===== src/rtl/led_pkg.sv =====
// rtl/led_pkg.sv - shared mode encodings and direction constants for the LED pattern engine
package led_pkg;

   typedef enum logic [1:0] {
      MODE_ROT_L  = 2'b00,
      MODE_ROT_R  = 2'b01,
      MODE_BOUNCE = 2'b10,
      MODE_HOLD   = 2'b11
   } mode_e;

   localparam logic DIR_LEFT  = 1'b1;
   localparam logic DIR_RIGHT = 1'b0;

endpackage


===== src/rtl/led_pattern_engine_tick_gen.sv =====
// rtl/led_pattern_engine_tick_gen.sv - speed-selectable prescaler producing one step per tick period
module tick_gen
   import led_pkg::*;
#(
   parameter int PERIOD = 50000000,
   parameter int CNT_W  = 32
) (
   input  logic       clk,
   input  logic       rst_n,
   input  logic       en,
   input  logic       clr,
   input  logic [1:0] speed,
   output logic       step
);

   logic [CNT_W-1:0] cnt_q;
   logic [CNT_W-1:0] cnt_d;
   logic [CNT_W-1:0] limit;
   logic             hit;

   // >= rather than == so dropping to a shorter limit mid-count fires immediately
   assign limit = CNT_W'(PERIOD) >> speed;
   assign hit   = (cnt_q >= (limit - CNT_W'(1)));
   assign step  = en & hit;

   always_comb begin
      cnt_d = cnt_q;
      if (clr) begin
         cnt_d = '0;
      end else if (en) begin
         cnt_d = hit ? '0 : cnt_q + CNT_W'(1);
      end
   end

   always_ff @(posedge clk or negedge rst_n) begin
      if (!rst_n) begin
         cnt_q <= '0;
      end else begin
         cnt_q <= cnt_d;
      end
   end

endmodule


===== src/rtl/led_pattern_engine.sv =====
// rtl/led_pattern_engine.sv - WIDTH-bit LED rotator/bouncer with load, enable and speed select
module led_pattern_engine
   import led_pkg::*;
#(
   parameter int               WIDTH  = 8,
   parameter int               PERIOD = 50000000,
   parameter int               CNT_W  = 32,
   parameter logic [WIDTH-1:0] INIT   = {{(WIDTH-1){1'b0}}, 1'b1}
) (
   input  logic             clk,
   input  logic             rst_n,
   input  logic             en,
   input  logic [1:0]       mode,
   input  logic [1:0]       speed,
   input  logic             load,
   input  logic [WIDTH-1:0] load_val,
   output logic [WIDTH-1:0] led,
   output logic             tick,
   output logic             dir
);

   logic [WIDTH-1:0] led_q;
   logic [WIDTH-1:0] led_d;
   logic             dir_q;
   logic             dir_d;
   logic             tick_q;
   logic             step;

   tick_gen #(
      .PERIOD (PERIOD),
      .CNT_W  (CNT_W)
   ) u_tick_gen (
      .clk   (clk),
      .rst_n (rst_n),
      .en    (en),
      .clr   (load),
      .speed (speed),
      .step  (step)
   );

   always_comb begin
      led_d = led_q;
      dir_d = dir_q;
      case (mode_e'(mode))
         MODE_ROT_L: begin
            led_d = {led_q[WIDTH-2:0], led_q[WIDTH-1]};
            dir_d = DIR_LEFT;
         end
         MODE_ROT_R: begin
            led_d = {led_q[0], led_q[WIDTH-1:1]};
            dir_d = DIR_RIGHT;
         end
         MODE_BOUNCE: begin
            // both end LEDs lit means there is nowhere to move, so freeze
            if (!(led_q[WIDTH-1] && led_q[0])) begin
               if (dir_q == DIR_LEFT && led_q[WIDTH-1]) begin
                  dir_d = DIR_RIGHT;
                  led_d = led_q >> 1;
               end else if (dir_q == DIR_RIGHT && led_q[0]) begin
                  dir_d = DIR_LEFT;
                  led_d = led_q << 1;
               end else if (dir_q == DIR_LEFT) begin
                  led_d = led_q << 1;
               end else begin
                  led_d = led_q >> 1;
               end
            end
         end
         default: begin
            led_d = led_q;
            dir_d = dir_q;
         end
      endcase
   end

   always_ff @(posedge clk or negedge rst_n) begin
      if (!rst_n) begin
         led_q  <= INIT;
         dir_q  <= DIR_LEFT;
         tick_q <= 1'b0;
      end else if (load) begin
         led_q  <= load_val;
         dir_q  <= DIR_LEFT;
         tick_q <= 1'b0;
      end else begin
         tick_q <= step;
         if (step) begin
            led_q <= led_d;
            dir_q <= dir_d;
         end
      end
   end

   assign led  = led_q;
   assign tick = tick_q;
   assign dir  = dir_q;

endmodule

===== config.mk =====
export PLATFORM = sky130hd
export DESIGN_NAME = led_pattern_engine
export DESIGN_NICKNAME = d
export VERILOG_FILES = /design/src/rtl/led_pkg.sv /design/src/rtl/led_pattern_engine_tick_gen.sv /design/src/rtl/led_pattern_engine.sv
export SDC_FILE = /design/constraint.sdc
export NUM_CORES = 1
export LEC_CHECK = 0
export ABC_AREA = 1
export CORE_ASPECT_RATIO = 0.9
export CORE_MARGIN = 2
export CORE_UTILIZATION = 42
export CTS_BUF_LIST = sky130_fd_sc_hd__clkbuf_4 sky130_fd_sc_hd__clkbuf_8
export CTS_CLUSTER_DIAMETER = 60
export DETAILED_ROUTE_END_ITERATION = 7
export GPL_TIMING_DRIVEN = 1
export HOLD_SLACK_MARGIN = 0.08
export PLACE_DENSITY = 0.66
export REMOVE_ABC_BUFFERS = 1
export SKIP_LAST_GASP = 1
export SLEW_MARGIN = 5
export SYNTH_ARGS = -nofsm -noshare
export SYNTH_HDL_FRONTEND = slang
export SYNTH_SLANG_ARGS = --single-unit

===== constraint.sdc =====
create_clock -name clk -period 2.68 [get_ports clk]
set_clock_uncertainty 0.05 [all_clocks]
set_input_delay 0.536 -clock clk [delete_from_list [all_inputs] [get_ports clk]]
set_output_delay 0.536 -clock clk [all_outputs]
set_load 0.02 [all_outputs]

* Yosys cells after proc, flatten, opt, wreduce, memory -nomap -nowiden
Cells that the tools add are included.
** Storage, ports and cells
- Memories :: 0
- Register bits after elaboration :: 42
- Word-level logic and storage cells :: 40
- Memory bits (read-only) :: 0
- Bits in latches :: 0
- Output and inout bits :: 10
- Memory bits (writable) :: 0
** Operators by class
- Multiply operators :: 0
- Multiplexer cells :: 17
- $add $sub $neg :: 2
- Divide/modulo/power cells :: 0
- Magnitude comparators :: 1
- Reduce and logical (&&, ||, !) cells :: 9
- Equality and inequality tests :: 4
- Bitwise logic cells :: 2
- Shift-type cells :: 1
** Operators with widths (count)
- 32-bit 2-to-1 mux :: 3
- 8-bit 2-to-1 mux :: 6
- 32-bit by 1-bit adder with 32-bit output, second input constant :: 1
- 32-bit greater-or-equal comparator :: 1
- 26-bit by 2-bit right shift with 32-bit output, first input constant :: 1
- 32-bit by 1-bit subtractor with 32-bit output, second input constant :: 1
- 8-bit case mux with 3 select lines :: 1
- 1-bit 2-to-1 mux :: 6
- 4-bit != test, second input constant :: 1
- 4-bit AND reduction :: 1
- 2-bit nonzero test :: 2
- 4-bit nonzero test :: 1
- 1-bit logical AND :: 3
- 3-bit != test, second input constant :: 1
- 1-bit case mux with 3 select lines :: 1
- 3-bit AND reduction :: 1
- 2-bit by 1-bit == test with 1-bit output, second input constant :: 1
- 2-bit == test, second input constant :: 1
- 2-bit zero test :: 1
- 1-bit bitwise AND :: 1
- 1-bit NOT :: 1

* Logic depth before layout (Yosys ltp)
- Depth in word-level cells :: 8
- Depth in mapped cells :: 18

* By module
Synthesis repeated with hierarchy kept, for this count alone.
** Unflattened totals
- Cell total of the unflattened synthesis :: 640
- Area total of the unflattened synthesis :: 4046.4 µm²
** Modules (own cells, without submodules)
- tick_gen :: instances 1, cells an instance 517, sequential area each 800.8 µm², area each 3270.6 µm²
- led_pattern_engine :: instances 1, cells an instance 123, sequential area each 252.7 µm², area each 775.7 µm²

* Worst setup path before layout
Ideal clock, no wire load.
- Path type :: input -> register
- From :: input port speed[1]
- To :: register led_q[3] (netlist: led[3])
- Cell stages on the path :: 17
- Data arrival time :: 2389 ps
- Path slack :: 114 ps
- Buffers on the path :: 2
- Data required time :: 2503 ps
- Path through :: buf_4 nor2_1 inv_1 ha_1 ha_1 nand2_1 nor2_1 nand2_1 nand3_1 nand2_1 nand2_1 nand2_1 nand2_2 nand3_2 nand2_4 buf_6 o21ai_0
** On the way
- Cells in the longest elaborated chain, start to end :: 6
** RTL lines
- start: declaration :: RTL line led_pattern_engine.sv:14 : input logic [1:0] speed,
- 26-bit by 2-bit right shift with 32-bit output :: RTL line led_pattern_engine_tick_gen.sv:22 : assign limit = CNT_W'(PERIOD) >> speed;
- 32-bit by 1-bit subtractor with 32-bit output :: RTL line led_pattern_engine_tick_gen.sv:23 : assign hit = (cnt_q >= (limit - CNT_W'(1)));
- 32-bit greater-or-equal comparator :: RTL line led_pattern_engine_tick_gen.sv:23
- 1-bit bitwise AND :: RTL line led_pattern_engine_tick_gen.sv:24 : assign step = en & hit;
- 2-bit nonzero test (no line)
- 3-bit AND reduction (no line)
- end signal: assignment :: RTL line led_pattern_engine.sv:82 : led_q <= load_val;
- end signal: assignment :: RTL line led_pattern_engine.sv:88 : led_q <= led_d;
- end: declaration :: RTL line led_pattern_engine.sv:22 : logic [WIDTH-1:0] led_q;
Every way passes these cells.
A chain may end at the register's enable or synchronous reset.

* Worst setup path in the final report
- From :: input port speed[0]
- To :: register led_q[5] (netlist: led[5])
The elaborated chain is that of the path after synthesis.

==> run metrics <==
routed length per instance 14.5 microns; clk slew on worst S/H paths 0.09 ns; die width between 90 and 100 microns; drt drc 0; TritonCTS clock tree built; final setup violation count 0; RSZ-0062 raised after global routing no; ys flop type dfrtp_1; status finished, final reports clean; Vias 3393; Tcrit/Tclk final 92.3%; maxcap violations 0; drt total wl 9180 microns; Initial Util 43.3%; EDFF count, synth 0; synthesized area per cell 7.14 sq um; FF-to-FF End led[5]$_DFFE_PN0P_; setup repair bufs after CTS 0; Startpoint Class input pin; initial antenna violation count 0; antenna cells 0; reg2reg setup slack ~0.54 ns; arrival time at the worst endpoint 2.60 ns; Hold Vio Cnt, Final 0; ranking of synthesized cells by area dfrtp_1, nand2_1, ha_1; die area 9030 sq um; worst skew pair latency between 0.2 and 0.3 ns; first drt pass iteration count 5; minimum clock period 2.47 ns; core region area 8030 sq um; Via density 5.34; GRT overflow 0; Register Area 1050 sq um; Fillers around 780; leading area contributor after synthesis dfrtp_1; GPL Wtd Cong 0.894; R2R cell count 13; Design Power 1450 uW; Rows 31; vias in the first global route 3260; share of cells above drive strength 1 between 10% and 20%; max frequency ~400 MHz; DIE HEIGHT 90.4 microns; clock buffer depth 2; Total GRT Usage 21.2%; footprint of the multi-input gates 2150 sq um; synth warn 0; Placed Area between 3000 and 4000 sq um; Leak 0.00186 uW; CTS root buf clkbuf_8; Synth Cell Area between 3000 and 4000 sq um; CP max FO 9; I/O Buffers 25; Slew @ Worst Pin 0.591 ns; CTS sink count 42; Mapped Cells 487; WHS 0.130 ns; # nets final slightly below 600; Post-DRT Antenna Nets 0; number of I/O pins 26; Worst VDD drop about 240 uV; Hold Path Class input pin to async pin; largest net degree at the start of global routing 24; setup_tns 0 ns; 1st-iter DRT viols 171; worst r2r src u_tick_gen.cnt_q[25]$_DFFE_PN0P_; # hold bufs at CTS 0; sequential element share of the synthesized area 30.3%; post-synth cell types 41; wire length of the first global-routing pass 15600 microns; post-layout util 51.0%; PwrDens between 300 and 400 nW/um^2; Synth Register Bits 42; HPWL after DPL 7040 microns; Final Instance Area 4090 sq um; clock buffer count from CTS 5; fin. max-slew vios 0; Synth top area share 28.8%; Layout area overhead 17.7%; Setup CP Type input pin to flop; Worst EP required 2.81 ns; H-tree levels 2; most numerous cell in the Yosys netlist nand2_1; Worst slew margin between 60% and 70%; crit end category flop; top cells by instance count after synthesis nand2_1, inv_1, nor2_1; ys async rst share 100%
cell type report:
| type | count | area share, % |
|---|---|---|
| Inverter | 70 | 6.48 |
| Clock buffer | 8 | 2.23 |
| Multi-Input combinational cell | 371 | 52.6 |
| Tap cell | 99 | 3.03 |
| Timing Repair Buffer | 45 | 9.90 |
| Sequential cell | 42 | 25.7 |
critical path, cell delays in order:
cell	delay [ns]
dlygate4sd2_1	0.26
buf_4	0.14
nor2_1	0.09
ha_1	0.25
ha_1	0.31
nand2_1	0.08
o21bai_1	0.10
nand3_1	0.10
nand2_1	0.09
nand2_2	0.07
nand2_2	0.08
nand2_4	0.08
nand3_4	0.13
nand2_4	0.11
nand2_1	0.10
o21ai_0	0.07
cells by family (layout without fill, tap and decap cells):
family                     count (synthesis)  count (layout)  share of synthesized area [%]
AOI/OAI and AO/OA                         67              67                           11.8
xor gates and xnor gates                  22              22                           5.54
adders and majority gates                 30              30                           10.8
buffers and inverters                     82             123                           9.92
DFF                                       42              42                           30.3
other                                      2               8                          0.216
and+or+nand+nor                          242             244                           31.5
power breakdown:
group          internal (uW)  switching [uW]
clock network            216             221
logic                    131             186
registers                666            30.4
repair_timing:
action / CTS / global route
gates cloned: 2 / 0
gates resized for setup: 9 / 1
pin swaps: 0 / 1
endpoints found under the setup margin: 38 / 3
worst max path at each step:
stage	endpoint	start	slack [ns]
global placement	u_tick_gen.cnt_q[17]$_DFFE_PN0P_	speed[1]	-0.40
CTS	dir$_DFFE_PN1P_	speed[1]	0.20
finish	led[5]$_DFFE_PN0P_	speed[0]	0.21
global route	dir$_DFFE_PN1P_	speed[0]	0.02
floorplan	u_tick_gen.cnt_q[17]$_DFFE_PN0P_	speed[1]	0.31
detailed placement	u_tick_gen.cnt_q[17]$_DFFE_PN0P_	speed[1]	-0.42
placed cells by master (no fill, tap or decap), types with 6 or more instances in the layout:
cell type        netlist  layout
nand2_1              128     126
inv_1                 67      67
nor2_1                41      40
dfrtp_1               40      40
ha_1                  30      30
nand3_1               25      25
o21ai_0               22      22
clkdlybuf4s50_1        0      22
xor2_1                19      19
buf_4                  2      19
nand4_1               16      16
o22ai_1               15      15
a21oi_1               11      11
nor3_1                11      11
conb_1                 2       8
nor4_1                 6       6
o32ai_1                6       6
per-layer routing:
layer | up-vias | GRT usage [%] | routed length, microns
li1 | 1712 | - | -
met2 | 69 | 33.3 | 4140
met1 | 1602 | 30.9 | 4590
met4 | 0 | 4.45 | 87
met3 | 10 | 3.17 | 366
met5 | - | 0 | 0
sequential cells by signal, indices dropped and copies added (netlist names):
register	flops
dir	1
tick	1
u_tick_gen.cnt_q	32
led	8
metrics by stage:
step	setup WS, ns	cells
2_1_floorplan	0.312	481
3_3_place_gp	-0.398	625
3_5_place_dp	-0.418	625
4_1_cts	0.198	635
5_1_grt	0.0178	635
6_report	0.207	635
Note: power is estimated with default switching activity, not from simulation.
